--- config.mk ---
export PLATFORM = sky130hd
export DESIGN_NAME = pwm_duty_controller_flat
export DESIGN_NICKNAME = d
export VERILOG_FILES = /design/src/rtl/pwm_duty_controller_if.sv /design/src/rtl/pwm_duty_controller.sv /design/src/flat_wrapper.sv
export SDC_FILE = /design/constraint.sdc
export NUM_CORES = 1
export LEC_CHECK = 0
export ABC_AREA = 1
export CAP_MARGIN = 0
export CORE_UTILIZATION = 30
export DETAILED_ROUTE_END_ITERATION = 10
export DONT_BUFFER_PORTS = 1
export GPL_TIMING_DRIVEN = 0
export MAX_ROUTING_LAYER = met4
export SKIP_CTS_REPAIR_TIMING = 1
export SYNTH_ARGS = -nofsm -noshare
export SYNTH_HDL_FRONTEND = slang
export SYNTH_SLANG_ARGS = --single-unit
--- constraint.sdc ---
create_clock -name clk -period 2 [get_ports clk]
set_input_delay 0.4 -clock clk [delete_from_list [all_inputs] [get_ports clk]]
set_output_delay 0.4 -clock clk [all_outputs]
set_load 0.03 [all_outputs]
--- src/rtl/pwm_duty_controller_if.sv ---
// Host target-write handshake for the PWM duty controller.
interface pwm_duty_controller_if #(
    parameter int unsigned DUTY_W = 4
);
    logic              host_valid;
    logic [DUTY_W-1:0] host_duty;
    logic              host_ready;

    modport master (output host_valid, output host_duty, input host_ready);
    modport slave  (input host_valid, input host_duty, output host_ready);
endinterface

--- src/rtl/pwm_duty_controller.sv ---
// Duty-cycle sequencer for the 16-step PWM core: arbitrates buttons and host writes, then
// ramps duty_out one step per RAMP_DIV period boundaries.
module pwm_duty_controller #(
    parameter int unsigned DUTY_W          = 4,
    parameter int unsigned DUTY_RESET      = 5,
    parameter int unsigned DEBOUNCE_CYCLES = 4,
    parameter int unsigned RAMP_DIV        = 2
) (
    input  logic                   clk,
    input  logic                   rst_n,
    input  logic                   btn_inc,
    input  logic                   btn_dec,
    input  logic                   period_start,
    pwm_duty_controller_if.slave   host,
    output logic [DUTY_W-1:0]      duty_out,
    output logic                   inc_pulse,
    output logic                   dec_pulse,
    output logic                   busy
);
    localparam int unsigned DB_W   = $clog2(DEBOUNCE_CYCLES + 1);
    localparam int unsigned STEP_W = $clog2(RAMP_DIV + 1);
    localparam logic [DUTY_W-1:0] DutyMax  = '1;
    localparam logic [DUTY_W-1:0] DutyInit = DUTY_W'(DUTY_RESET);

    typedef enum logic [1:0] {StIdle, StRampUp, StRampDown} state_e;

    // Bit 0 is the increment button, bit 1 the decrement button.
    logic [1:0]      btn_raw;
    logic [1:0]      btn_meta;
    logic [1:0]      btn_sync;
    logic [1:0]      level;
    logic [1:0]      level_prev;
    logic [DB_W-1:0] db_cnt [2];
    logic [1:0]      press;

    state_e            state;
    logic [DUTY_W-1:0] target;
    logic [STEP_W-1:0] step_cnt;
    logic              step_due;
    logic [DUTY_W-1:0] duty_up;
    logic [DUTY_W-1:0] duty_dn;

    assign btn_raw = {btn_dec, btn_inc};
    assign press   = level & ~level_prev;

    always_ff @(posedge clk or negedge rst_n) begin
        if (!rst_n) begin
            btn_meta   <= '0;
            btn_sync   <= '0;
            level      <= '0;
            level_prev <= '0;
            db_cnt[0]  <= '0;
            db_cnt[1]  <= '0;
        end else begin
            btn_meta   <= btn_raw;
            btn_sync   <= btn_meta;
            level_prev <= level;
            for (int i = 0; i < 2; i++) begin
                if (btn_sync[i] != level[i]) begin
                    if (db_cnt[i] == DB_W'(DEBOUNCE_CYCLES - 1)) begin
                        level[i]  <= btn_sync[i];
                        db_cnt[i] <= '0;
                    end else begin
                        db_cnt[i] <= db_cnt[i] + DB_W'(1);
                    end
                end else begin
                    db_cnt[i] <= '0;
                end
            end
        end
    end

    always_comb begin
        step_due = period_start && (step_cnt == STEP_W'(RAMP_DIV - 1));
        duty_up  = duty_out + DUTY_W'(1);
        duty_dn  = duty_out - DUTY_W'(1);
    end

    always_ff @(posedge clk or negedge rst_n) begin
        if (!rst_n) begin
            state           <= StIdle;
            duty_out        <= DutyInit;
            target          <= DutyInit;
            step_cnt        <= '0;
            inc_pulse       <= 1'b0;
            dec_pulse       <= 1'b0;
            busy            <= 1'b0;
            host.host_ready <= 1'b1;
        end else begin
            inc_pulse <= 1'b0;
            dec_pulse <= 1'b0;
            unique case (state)
                StIdle: begin
                    if (host.host_valid && host.host_ready) begin
                        target   <= host.host_duty;
                        step_cnt <= '0;
                        if (host.host_duty > duty_out) begin
                            state           <= StRampUp;
                            busy            <= 1'b1;
                            host.host_ready <= 1'b0;
                        end else if (host.host_duty < duty_out) begin
                            state           <= StRampDown;
                            busy            <= 1'b1;
                            host.host_ready <= 1'b0;
                        end
                    end else if (press == 2'b11) begin
                        // Conflicting presses cancel each other.
                    end else if (press[0] && duty_out != DutyMax) begin
                        target          <= duty_up;
                        step_cnt        <= '0;
                        state           <= StRampUp;
                        busy            <= 1'b1;
                        host.host_ready <= 1'b0;
                    end else if (press[1] && duty_out != '0) begin
                        target          <= duty_dn;
                        step_cnt        <= '0;
                        state           <= StRampDown;
                        busy            <= 1'b1;
                        host.host_ready <= 1'b0;
                    end
                end
                StRampUp, StRampDown: begin
                    if (step_due) begin
                        step_cnt <= '0;
                        if (state == StRampUp) begin
                            duty_out  <= duty_up;
                            inc_pulse <= 1'b1;
                        end else begin
                            duty_out  <= duty_dn;
                            dec_pulse <= 1'b1;
                        end
                        if ((state == StRampUp ? duty_up : duty_dn) == target) begin
                            state           <= StIdle;
                            busy            <= 1'b0;
                            host.host_ready <= 1'b1;
                        end
                    end else if (period_start) begin
                        step_cnt <= step_cnt + STEP_W'(1);
                    end
                end
                default: begin
                    state           <= StIdle;
                    busy            <= 1'b0;
                    host.host_ready <= 1'b1;
                end
            endcase
        end
    end
endmodule

--- src/flat_wrapper.sv ---
// flat-port wrapper written by rule: the top's interface ports become plain ports
module pwm_duty_controller_flat 
#(
    parameter int unsigned DUTY_W          = 4,
    parameter int unsigned DUTY_RESET      = 5,
    parameter int unsigned DEBOUNCE_CYCLES = 4,
    parameter int unsigned RAMP_DIV        = 2
)
  (clk, rst_n, btn_inc, btn_dec, period_start, duty_out, inc_pulse, dec_pulse, busy, host_host_valid, host_host_duty, host_host_ready);
  pwm_duty_controller_if #(.DUTY_W(DUTY_W)) host_i ();
  input  logic clk;
  input  logic rst_n;
  input  logic btn_inc;
  input  logic btn_dec;
  input  logic period_start;
  output logic [DUTY_W-1:0] duty_out;
  output logic inc_pulse;
  output logic dec_pulse;
  output logic busy;
  input wire logic [$bits(host_i.host_valid)-1:0] host_host_valid;
  input wire logic [$bits(host_i.host_duty)-1:0] host_host_duty;
  output wire logic [$bits(host_i.host_ready)-1:0] host_host_ready;
  assign host_i.host_valid = host_host_valid;
  assign host_i.host_duty = host_host_duty;
  assign host_host_ready = host_i.host_ready;
  pwm_duty_controller #(.DUTY_W(DUTY_W), .DUTY_RESET(DUTY_RESET), .DEBOUNCE_CYCLES(DEBOUNCE_CYCLES), .RAMP_DIV(RAMP_DIV)) u_core (.clk(clk), .rst_n(rst_n), .btn_inc(btn_inc), .btn_dec(btn_dec), .period_start(period_start), .host(host_i), .duty_out(duty_out), .inc_pulse(inc_pulse), .dec_pulse(dec_pulse), .busy(busy));
endmodule
Word level (Yosys, flattened, before mapping). Index checks and enable logic that the tools add are counted.

Register bits after elaboration: 30. Input bits: 10. Logic and storage cells: 105.

Add/subtract/negate cells: 5. $lt $le $gt $ge: 2. Eq/ne operators: 17. Muxes and demuxes: 49. Bitwise logic cells: 2. Reduce and logical (&&, ||, !) cells: 15.

Operators by type and width (count): 2-bit 2-to-1 mux (14); 1-bit 2-to-1 mux (22); 4-bit 2-to-1 mux (5); 3-bit 2-to-1 mux (4); 4-bit != test (second input constant) (2); 2-bit one-hot mux with 2 select lines (2); 3-bit by 1-bit adder with 3-bit output (second input constant) (2); 3-bit by 2-bit equality test with 1-bit output (second input constant) (2); 2-bit by 1-bit != test with 1-bit output (second input constant) (3); 3-bit by 2-bit != test with 1-bit output (second input constant) (2); 2-bit AND reduction (3); 5-bit AND reduction (1); 4-bit by 1-bit adder with 4-bit output (second input constant) (1); 2-bit by 1-bit equality test with 1-bit output (second input constant) (2); 2-bit equality test (second input constant) (2); 4-bit equality test (1); 4-bit > comparator (1); 1-bit logical AND (4); 4-bit less-than comparator (1); 4-bit by 1-bit != test with 1-bit output (second input constant) (1); 1-bit one-hot mux with 2 select lines (2); 4-bit AND reduction (1); 4-bit nonzero test (1); 4-bit by 1-bit subtractor with 4-bit output (second input constant) (1); other kinds (9) (10).

Longest topological paths before layout. Gate-level depths: netlist (run 1).

Word-level depth: 8. Depth in mapped cells: 14. Gate-level depth less buffers: 14.

Worst setup path after synthesis (run 1). OpenSTA, ideal clock, no wires.

Path kind: register to register. Start point: reg u_core.duty_out[0]. End point: reg u_core.busy. Library setup time: 118 ps. Data arrival time: 1829 ps. Required time: 1882 ps. Setup slack: 53 ps. Cell stages (with the launch flop): 14. Path buffers: 0. Period minus slack after synthesis: 1947 ps. Cell sequence: dfstp_2 -> inv_1 -> ha_1 -> inv_1 -> nand2_1 -> nand2_1 -> nand2_1 -> nand3_1 -> nor2_1 -> nand2_1 -> nand2_4 -> nand2_4 -> nand2_1 -> nand2_1.

Word-level cells in the longest chain between the ends: 6. Elaborated cells on any way between the ends: 19.

Ends and longest elaborated chain: start, declared (RTL line pwm_duty_controller.sv:15) `output logic [DUTY_W-1:0] duty_out,`; start signal, assigned (RTL line pwm_duty_controller.sv:82) `duty_out <= DutyInit;`; start signal, assigned (RTL line pwm_duty_controller.sv:126) `duty_out <= duty_up;`; start signal, assigned (RTL line pwm_duty_controller.sv:129) `duty_out <= duty_dn;`; parallel branches: the longest is 6 deep, another holds 4-bit by 1-bit subtractor with 4-bit output; end signal, assigned (RTL line pwm_duty_controller.sv:99) `busy <= 1'b1;`; end signal, assigned (RTL line pwm_duty_controller.sv:103) `busy <= 1'b1;`; end signal, assigned (RTL line pwm_duty_controller.sv:112) `busy <= 1'b1;`; end, declared (RTL line pwm_duty_controller.sv:18) `output logic busy`.

Several ways; the timed one is not identified. The select of a mux whose other input is x is not followed. A chain may end at the register's enable or synchronous reset.

Worst setup path in the final report (run 1).
Start point: reg u_core.duty_out[0]. End point: reg u_core.state[1].

Word-level cells in the longest chain between the ends: 6. Elaborated cells on any way between the ends: 19.

Ends and longest elaborated chain: parallel branches: the longest is 6 deep, another holds 4-bit by 1-bit subtractor with 4-bit output; end signal, assigned (RTL line pwm_duty_controller.sv:98) `state <= StRampUp;`; end signal, assigned (RTL line pwm_duty_controller.sv:102) `state <= StRampDown;`; end signal, assigned (RTL line pwm_duty_controller.sv:111) `state <= StRampUp;`; end, declared (RTL line pwm_duty_controller.sv:36) `state_e state;`.

Several ways; the timed one is not identified. The select of a mux whose other input is x is not followed.

==> results of run 1 <==
through the flow:
stage          cell area [sq um]  total power, mW  utilization (%)
4_1_cts                     1903            3.286            34.56
3_5_place_dp                1808            2.750            32.83
5_1_grt                     2006            3.803            36.42
3_3_place_gp                1808            2.722            32.83
2_1_floorplan               1718            2.438                -
6_report                    2006            3.464            36.42
flip-flops by register name (all words and copies together), names as in the netlist, 2 cells and up:
name	flops
u_core.btn_meta	2
u_core.btn_sync	2
u_core.db_cnt	6
u_core.duty_out	4
u_core.level	2
u_core.level_prev	2
u_core.state	2
u_core.step_cnt	2
u_core.target	4
worst register-to-register path, cell delays in order (launching register included):
cell	delay, ns
dfstp_4	0.73
clkinvlp_4	0.17
ha_4	0.30
inv_2	0.04
nand2_2	0.07
nand2_2	0.07
nand2_2	0.06
nand3_2	0.08
nor2_2	0.12
nand2_2	0.09
nand2_4	0.10
nand2_4	0.06
nand2_1	0.05
nand2_1	0.05
kinds of logic after synthesis:
| family | after synthesis | synth area share, % |
|---|---|---|
| flip-flops | 30 | 44.06 |
| buffers and inverters | 29 | 8.449 |
| adder cells (fa/ha/maj) | 11 | 8.012 |
| AND/OR/NAND/NOR | 114 | 30.74 |
| AO/OA/AOI/OAI | 20 | 6.191 |
| XOR/XNOR | 5 | 2.550 |
where the power goes:
part           switching, mW  internal [mW]  total (mW)
Sequential             0.328          0.876        1.20
Clock                  0.239          0.276       0.515
Combinational           1.05          0.699        1.75
Total                   1.61           1.85        3.46
cell usage in the layout, fill, tap and decap left out, types with 4 or more instances in the layout:
| master | instances |
|---|---|
| inv_1 | 20 |
| o21ai_0 | 11 |
| clkbuf_8 | 6 |
| inv_2 | 5 |
| nor2_1 | 15 |
| dfstp_2 | 4 |
| nand2_2 | 11 |
| dfrtp_1 | 23 |
| nand3_1 | 26 |
| a21oi_1 | 5 |
| ha_1 | 10 |
| nand2_1 | 46 |
final cells by class:
class	instances	area [sq um]	share of cell area, %
Multi-Input combinational cell	150	855.8	42.67
Sequential cell	30	763.2	38.05
Buffer	1	11.26	0.5614
Clock buffer	6	82.58	4.117
Clock inverter	2	12.51	0.6238
Inverter	28	137.6	6.862
Timing Repair Buffer	5	52.55	2.620
Tap cell	72	90.09	4.492
worst min path at each step:
| stage | start | to |
|---|---|---|
| 3_5_place_dp | rst_n | u_core.target[3] |
| 5_1_grt | btn_dec | u_core.btn_meta[1] |
| 4_1_cts | rst_n | u_core.db_cnt[1] |
| 2_1_floorplan | rst_n | u_core.btn_meta[0] |
| 6_report | btn_inc | u_core.btn_meta[0] |
| 3_3_place_gp | rst_n | u_core.target[3] |
routing by layer:
metal / vias up / track usage, % / part of all wire (%)
li1: 697 / - / -
met1: 620 / 16.56 / 45
met3: 6 / 4.000 / 5.2
met2: 30 / 20.71 / 48
met4: 0 / 4.906 / 1.3
met5: - / - / 0
==> results.md, run 1 <==
* Most used cell, CP: nand2_2
* Routed Antenna Nets at 0
* Area Overhead vs Synth at 16.75%
* Required time of the critical path at 2.17 ns
* Violated checks: negative setup slack
* Worst Tran Pin Value at 0.3456 ns
* Mean Syn Cell Area at 8.220 sq um
* Worst hold slack at 0.1444 ns
* R2r worst-path depth at 13
* Top cell type's share of synthesized area at 36.42%
* Die area at 6033 sq um
* Final setup TNS at -0.2965 ns
* Non-filler cells, final at 294
* EDFF count, synth at 0
* CP delay by family, top: simple AND/OR/NAND/NOR gates
* Final hold violation count at 0
* Mapped Area at 1718 sq um
* Vias/cell at 4.602
* H-tree levels at 2
* CP Launch Point: u_core.duty_out[0]
* Placed Cells at 281
* Main synth FF type: dfrtp_1
* Worst Setup Path Type: flop to flop
* CP Capture Point: u_core.state[1]
* Period utilization at 104.4%
* Top cells by count, synth: 52 x nand2_1, 28 x nand3_1, 25 x dfrtp_1
* Hold crit path type: input pin to flop
* Setup violators final at 4
* Place WS at -0.2681 ns
* Fill cells at 578
* DPL Wire Length at 2576 um
* CP Depth at 13
* Max Cap Viol at 0
* Fmax achieved at 0.4788 GHz
* CTS buffer count at 5
* Share of layout cells above drive strength 1 at 21.62%
* Post-synth ARST share at 100.0%
* Final wirelength at 3544 um
* Reg clk slew, reported paths at 0.06 ns
* Reg2reg start: u_core.duty_out[0]
* Routed via count at 1,353
* Most frequent cell after synthesis: nand2_1
* Die Ht at 77.67 um
* Largest net degree at the start of global routing at 31
* Iter 0 DRT Violations at 66
* Post-layout nets at 242
* Clock latency on the worst-skew pair at 0.28 ns
* Vias in the first global route at 1,330
* Largest cells by area after synthesis: dfrtp_1 36%, nand2_1 11%, nand3_1 8.2%, ha_1 8.0%, dfstp_2 7.6%
* Status: finished with violations
* Startpoint types: flop
* Syn nets at 230
* Ant. Diodes at 0
* Tmin final at 2.088 ns
* Worst-case clock skew at 0.005246 ns
* Root buf cell: clkbuf_8
* Max-slew headroom at 76.96%
* Die Wd at 77.67 um
* Max-slew violations at 0
* Global-route wire length before repair at 6065 um
* Pre-Repair DR Iteration Count at 4
* DRC viols at 0
* Syn Inst Count at 209
* Register area share after synthesis at 44.06%
* Starting Density at 31.20%
* GR Util All Layers at 13.41%
* CTS tree: yes
* Crit Reg-Reg Endpoint: u_core.state[1]
* Port-buffer cells at 0
* Power per cell area at 1727 nW/um^2
* RSZ-0062 raised after global routing: true
* RD Place Congestion at 0.7919
* Crit-path cells: clkinvlp_4 > ha_4 > inv_2 > nand2_2 > nand2_2 > nand2_2 > nand3_2 > nor2_2 > nand2_2 > nand2_4 > nand2_4 > nand2_1 > nand2_1
* FF+latch count, synth at 30
* Reg2reg setup slack at -0.09 ns
* Most area-hungry cell type in the Yosys netlist: dfrtp_1
* Post-DR wirelength/cell at 12.05 um
* Ports at 18
* CP max FO at 8
* Synth unique cells at 27
* Initial antenna violation count at 0
* CTS sink cnt at 30
* Crit path DAT at 2.26 ns
* CP max stage delay at 0.73 ns
* Leak pwr at 0.9559 nW
* Ys Warns at 0
* Deepest clock path buffer count at 2
* Worst Setup End Kind: flop
* VDD IR max at 0.0005552 V
* WHS Path Cells at 0
* Worst setup margin at -0.08845 ns
* CORE AREA at 5507 sq um
* Core Rows at 27
* Total grt overflow at 0
* Slowest-stage cell, CP: dfstp_4
* Buffers & Inverters on Critical Path at 2
Note: power is estimated with default switching activity, not from simulation.
==> run 2, diff against run 1 <==
--- a/config.mk
+++ b/config.mk
@@ -7,6 +7,7 @@
 export LEC_CHECK = 0
 export ABC_AREA = 1
 export CAP_MARGIN = 0
+export CORE_ASPECT_RATIO = 0.75
 export CORE_UTILIZATION = 30
 export DETAILED_ROUTE_END_ITERATION = 10
 export DONT_BUFFER_PORTS = 1
==> run 2 against run 1 <==
  * The flow still finishes with violations (negative setup slack)
  * Worst hold slack got worse by 0.0024 ns
  * Sequential share of layout area increased by 0.38 points
  * Non-clock buffer count unchanged
  * First-iteration DRC count increased by 15%
  * Worst setup slack got worse by 0.016 ns
  * Cell area decreased by 1.0%
  * Utilization increased by 0.084 points
  * Critical path depth unchanged
  * Global-route usage increased by 0.70 points
  * Sequential power about the same
  * Critical path type unchanged
  * Critical endpoint is now u_core.busy
  * Largest cell class unchanged
==> results.md, run 2 (synthesized netlist as in run 1, its figures left out) <==
* Status: finished with violations
* Violated checks: negative setup slack
* Final hold violation count at 0 (unchanged)
* Worst Setup Path Type: flop to flop
* Final wirelength at 3469 um (-2.1%)
* Area Overhead vs Synth at 15.59%
* Startpoint types: flop
* Pre-Repair DR Iteration Count at 4 (unchanged)
* Reg2reg start: u_core.duty_out[0]
* Design Area, Final at 1986 sq um (-1.0%)
* Worst-case clock skew at 0.006765 ns (+0.001519 ns)
* Biggest registers after layout: u_core.db_cnt x6, u_core.duty_out x4, u_core.target x4
* RD Place Congestion at 0.8592 (+8.5%)
* Iter 0 DRT Violations at 76 (+15%)
* Reg2reg setup slack at -0.10 ns (-0.02 ns)
* Root buf cell: clkbuf_8
* Die area at 6036 sq um (about the same)
* GR Util All Layers at 14.11% (+0.70 points)
* CP max FO at 8 (unchanged)
* Tmin final at 2.104 ns (+0.01604 ns)
* DRC viols at 0 (unchanged)
* Ant. Diodes at 0 (unchanged)
* Reg clk slew, reported paths at 0.07 ns (about the same)
* CTS tree: yes
* Area post-placement at 1812 sq um (+0.21%)
* Initial antenna violation count at 0 (unchanged)
* Commonest non-fill, non-tap cells in the layout: 49 x nand2_1, 28 x nand3_1, 23 x dfrtp_1
* Routed Antenna Nets at 0 (unchanged)
* Met1 Usage GRT at 20.08% (+3.5 points)
* Die Wd at 89.38 um (+15%)
* Ports at 18 (unchanged)
* Worst Tran Pin Value at 0.3254 ns (-0.02017 ns)
* Grt met2 use at 18.03% (-2.7 points)
* Global-route wire length before repair at 5920 um (-2.4%)
* H-tree levels at 2 (unchanged)
* Deepest clock path buffer count at 2 (unchanged)
* Most flops, register: u_core.db_cnt
* Max Cap Viol at 0 (unchanged)
* Starting Density at 31.59% (+0.39 points)
* Routed via count at 1,322 (-2.3%)
* Vias in the first global route at 1,221 (-8.2%)
* Port-buffer cells at 0 (unchanged)
* VDD IR max at 0.0006418 V (+16%)
* Worst Setup End Kind: flop
* Most common cell after layout, fill and taps aside: nand2_1
* GRT Max-Usage Layer: met1
* Period utilization at 105.2% (+0.80 points)
* Post-DR wirelength/cell at 11.68 um (-3.1%)
* Die Ht at 67.54 um (-13%)
* CP Launch Point: u_core.duty_out[0]
* Met3 Usage GRT at 5.623% (+1.6 points)
* RSZ-0062 raised after global routing: true
* Post-layout nets at 242 (unchanged)
* Leak pwr at 0.9535 nW (-0.24%)
* Worst setup margin at -0.1045 ns (-0.01604 ns)
* Core Rows at 23 (-15%)
* CTS buffer count at 5 (unchanged)
* Total grt overflow at 0 (unchanged)
* Hold crit path type: input pin to flop
* Crit path DAT at 2.28 ns (+0.02 ns)
* Fmax achieved at 0.4752 GHz (-0.76%)
* Max-slew violations at 0 (unchanged)
* CORE AREA at 5439 sq um (-1.2%)
* Power per cell area at 1730 nW/um^2 (+0.18%)
* Max reg flops at 6 (unchanged)
* Share of layout cells above drive strength 1 at 18.47% (-3.2 points)
* Vias/cell at 4.451 (-3.3%)
* Final core occ at 36.51% (+0.084 points)
* Clock latency on the worst-skew pair at 0.28 ns (about the same)
* DPL Wire Length at 2603 um (+1.0%)
* Max-slew headroom at 78.03% (+1.1 points)
* CTS sink cnt at 30 (unchanged)
* Required time of the critical path at 2.17 ns (about the same)
* Hold_sp: btn_dec
* Setup violators final at 4 (unchanged)
* Largest net degree at the start of global routing at 31 (unchanged)
-- run 2: cell count changes in the layout (fill, tap and decap cells not counted) --
cell / delta
o21ai_1: +3
nand2_1: +3
nor2_1: +1
nor2_2: -1
nand2_2: -3
nand3_2: -2
clkinvlp_4: -1
clkbuf_1: +1
nand3_1: +2
o21ai_0: -3
-- run 2: worst paths after layout --
path / end / cells after the start
worst max-delay path: u_core.busy / 13
worst min-delay path: u_core.btn_meta[1] / 0
worst max register to register: u_core.busy / 13
worst min register to register: u_core.btn_sync[0] / 0
max in group asynchronous: u_core.duty_out[2] / 2
min in group asynchronous: u_core.db_cnt[4] / 2
-- run 2: through the flow --
step / power (mW) / worst slack (ns) / hold slack (ns) / TNS (ns) / instances
2_1_floorplan: 2.438 / 0.05334 / 0.1044 / 0 / 209
3_3_place_gp: 2.741 / -0.2668 / 0.1056 / -1.091 / 284
3_5_place_dp: 2.758 / -0.2559 / 0.1053 / -1.083 / 284
4_1_cts: 3.290 / -0.2785 / -0.2034 / -1.268 / 292
5_1_grt: 3.779 / -0.1882 / 0.1195 / -0.8226 / 297
6_report: 3.436 / -0.1045 / 0.1420 / -0.3463 / 297
-- run 2: worst max-delay path, stage by stage (launching register included) --
cell        delay, ns
dfstp_4          0.74
clkinvlp_4       0.17
ha_4             0.30
inv_2            0.04
nand2_2          0.06
nand2_2          0.05
nand2_1          0.06
nand3_1          0.07
nor2_1           0.12
nand2_1          0.10
nand2_4          0.10
nand2_4          0.07
nand2_2          0.05
nand2_1          0.06
-- run 2: area by class of cell --
type	count	area [sq um]
sequential	30	763.2
inverter	28	137.6
clock inverter	1	5.005
buffer	1	11.26
multi-input combinational	150	835.8
timing repair buffer	5	52.55
fill	572	3453
clock buffer	7	86.33
tap	75	93.84
-- run 2: power breakdown --
part / total (mW) / switching [mW] / internal (mW)
Sequential: 1.21 / 0.335 / 0.876
Combinational: 1.72 / 1.04 / 0.684
Clock: 0.505 / 0.228 / 0.277
Total: 3.44 / 1.60 / 1.84
-- run 2: layer usage --
| layer | part of all wire (%) | vias up |
|---|---|---|
| met2 | 36 | 31 |
| li1 | - | 704 |
| met5 | 0 | - |
| met1 | 56 | 581 |
| met3 | 6.4 | 6 |
| met4 | 1.6 | 0 |
==> run 3, diff against run 2 <==
==> constraint.sdc (replaced) <==
create_clock -name clk -period 2.18 [get_ports clk]
set_input_delay 0.436 -clock clk [delete_from_list [all_inputs] [get_ports clk]]
set_output_delay 0.436 -clock clk [all_outputs]
set_load 0.03 [all_outputs]
==> run 3 against run 2 <==
  * The run now ends clean
  * Non-clock buffer count stayed put
  * Clock power fell by 8.7%
  * Critical path depth is the same
  * Sequential power shrank 8%
  * Flip-flop and latch count stayed put
  * Fmax about the same
  * Register-to-register slack improved by 0.18 ns
  * Worst setup slack better by 0.18 ns
  * Total power decreased by 8.7%
  * Final cell count unchanged
  * Die area unchanged
  * Sequential share of layout area is the same
==> results.md, run 3 (synthesized netlist as in run 1, its figures left out) <==
* Max reg flops at 6 (unchanged)
* Reg2reg start: u_core.duty_out[0]
* Register area at 763.2 sq um (unchanged)
* Pre-Repair DR Iteration Count at 4 (unchanged)
* Most common cell after layout, fill and taps aside: nand2_1
* DPL Wire Length at 2603 um (unchanged)
* Required time of the critical path at 2.35 ns (+0.18 ns)
* Ports at 18 (unchanged)
* WHS Path Cells at 0 (unchanged)
* Vias/cell at 4.444 (-0.15%)
* Root buf cell: clkbuf_8
* Routed via count at 1,320 (-0.15%)
* Worst Setup Path Type: flop to flop
* Crit Reg-Reg Endpoint: u_core.busy
* Port-buffer cells at 0 (unchanged)
* Area Overhead vs Synth at 15.59% (unchanged)
* Max Cap Viol at 0 (unchanged)
* Reg clk slew, reported paths at 0.07 ns (about the same)
* Initial antenna violation count at 0 (unchanged)
* CTS buffer count at 5 (unchanged)
* GR Util All Layers at 14.11% (unchanged)
* RSZ-0062 raised after global routing: true
* Tmin final at 2.103 ns (-0.001199 ns)
* Area post-placement at 1812 sq um (unchanged)
* Fill cells at 572 (unchanged)
* CP max FO at 8 (unchanged)
* CTS sink cnt at 30 (unchanged)
* Hold_sp: btn_dec
* RD Place Congestion at 0.8592 (unchanged)
* Die area at 6036 sq um (unchanged)
* Deepest clock path buffer count at 2 (unchanged)
* Worst Setup End Kind: flop
* Non-filler cells, final at 297 (unchanged)
* Most flops, register: u_core.db_cnt
* Placed Cells at 284 (unchanged)
* Status: complete, no violations
* Reg2reg setup slack at 0.08 ns (+0.18 ns)
* Total grt overflow at 0 (unchanged)
* Worst-case clock skew at 0.007147 ns (+0.0003816 ns)
* Die Wd at 89.38 um (unchanged)
* Fmax achieved at 0.4754 GHz (about the same)
* Post-DR wirelength/cell at 11.69 um (about the same)
* Multi-input logic area at 835.8 sq um (unchanged)
* Core Rows at 23 (unchanged)
* Die Ht at 67.54 um (unchanged)
* VDD IR max at 0.0005873 V (-8.5%)
* Startpoint types: flop
* CTS tree: yes
* Final wirelength at 3471 um (about the same)
* Power per cell area at 1580 nW/um^2 (-8.7%)
* Clock latency on the worst-skew pair at 0.28 ns (about the same)
* Max-slew violations at 0 (unchanged)
* Post-layout nets at 242 (unchanged)
* Share of layout cells above drive strength 1 at 18.02% (-0.45 points)
* Design Area, Final at 1986 sq um (unchanged)
* Leak pwr at 0.9552 nW (+0.18%)
* Period utilization at 96.48% (-8.7 points)
* Final hold violation count at 0 (unchanged)
* H-tree levels at 2 (unchanged)
* CORE AREA at 5439 sq um (unchanged)
* Routed Antenna Nets at 0 (unchanged)
* Largest net degree at the start of global routing at 31 (unchanged)
* Hold-critical path endpoint: u_core.btn_meta[1]
* Global-route wire length before repair at 5920 um (unchanged)
* Hold crit path type: input pin to flop
* Ant. Diodes at 0 (unchanged)
* Max-slew headroom at 77.93% (-0.10 points)
* Iter 0 DRT Violations at 73 (-3.9%)
* Crit path DAT at 2.27 ns (about the same)
* Worst Tran Pin Value at 0.3270 ns (+0.001537 ns)
* Setup violators final at 0 (-4)
* Starting Density at 31.59% (unchanged)
* R2r worst-path depth at 13 (unchanged)
* DRC viols at 0 (unchanged)
* Commonest non-fill, non-tap cells in the layout: 49 x nand2_1, 28 x nand3_1, 23 x dfrtp_1
* Vias in the first global route at 1,221 (unchanged)
* Biggest registers after layout: u_core.db_cnt x6, u_core.duty_out x4, u_core.target x4
[run 3: cell counts in the layout (fill, tap and decap cells not counted)]
Identical to the previous run, type by type.
[run 3: layer usage]
metal | share of wire, % | wire, um | track usage (%) | vias up
li1 | - | - | - | 703
met1 | 56 | 1931 | 20.08 | 584
met2 | 38 | 1305 | 18.03 | 31
met3 | 6.2 | 216 | 5.623 | 2
met4 | 0.52 | 18 | 4.167 | 0
met5 | 0 | 0 | - | -
[run 3: worst max-delay path by stage]
| stage | start | endpoint | slack (ns) | depth (start not counted) |
|---|---|---|---|---|
| after floorplan | u_core.duty_out[0] | u_core.busy | 0.23 | 13 |
| after global placement | u_core.duty_out[0] | u_core.busy | -0.09 | 13 |
| after detailed placement | u_core.duty_out[0] | u_core.state[1] | -0.08 | 13 |
| after CTS | u_core.duty_out[0] | u_core.busy | -0.1 | 13 |
| after global routing | u_core.duty_out[0] | u_core.state[0] | -0.008 | 13 |
| final | u_core.duty_out[0] | u_core.busy | 0.08 | 13 |
[run 3: critical path: stages (launching register included)]
cell and delay (ns):
dfstp_4 0.74, clkinvlp_4 0.17, ha_4 0.30, inv_2 0.04, nand2_2 0.06, nand2_2 0.05
nand2_1 0.06, nand3_1 0.07, nor2_1 0.12, nand2_1 0.10, nand2_4 0.10, nand2_4 0.07
nand2_2 0.05, nand2_1 0.06
[run 3: where the power goes]
part / internal (mW) / switching, mW
clock: 0.254 / 0.207
combinational: 0.623 / 0.944
sequential: 0.804 / 0.306
[run 3: stage by stage]
stage	hold slack (ns)	setup TNS (ns)	worst slack [ns]	utilization [%]	total power [mW]
4_1_cts	-0.1674	-0.3237	-0.09847	34.99	3.019
3_3_place_gp	0.1416	-0.2851	-0.08681	33.31	2.515
2_1_floorplan	0.1404	0	0.2333	-	2.236
5_1_grt	0.1555	-0.01844	-0.008203	36.51	3.455
6_report	0.1812	0	0.07671	36.51	3.138
3_5_place_dp	0.1413	-0.2587	-0.07586	33.31	2.530
[run 3: cell type report]
type | instances | share of cell area [%]
buffer | 1 | 0.5671
clock buffer | 7 | 4.348
clock inverter | 1 | 0.2520
inverter | 28 | 6.931
multi-input combinational | 150 | 42.09
sequential | 30 | 38.44
tap | 75 | 4.726
timing repair buffer | 5 | 2.647
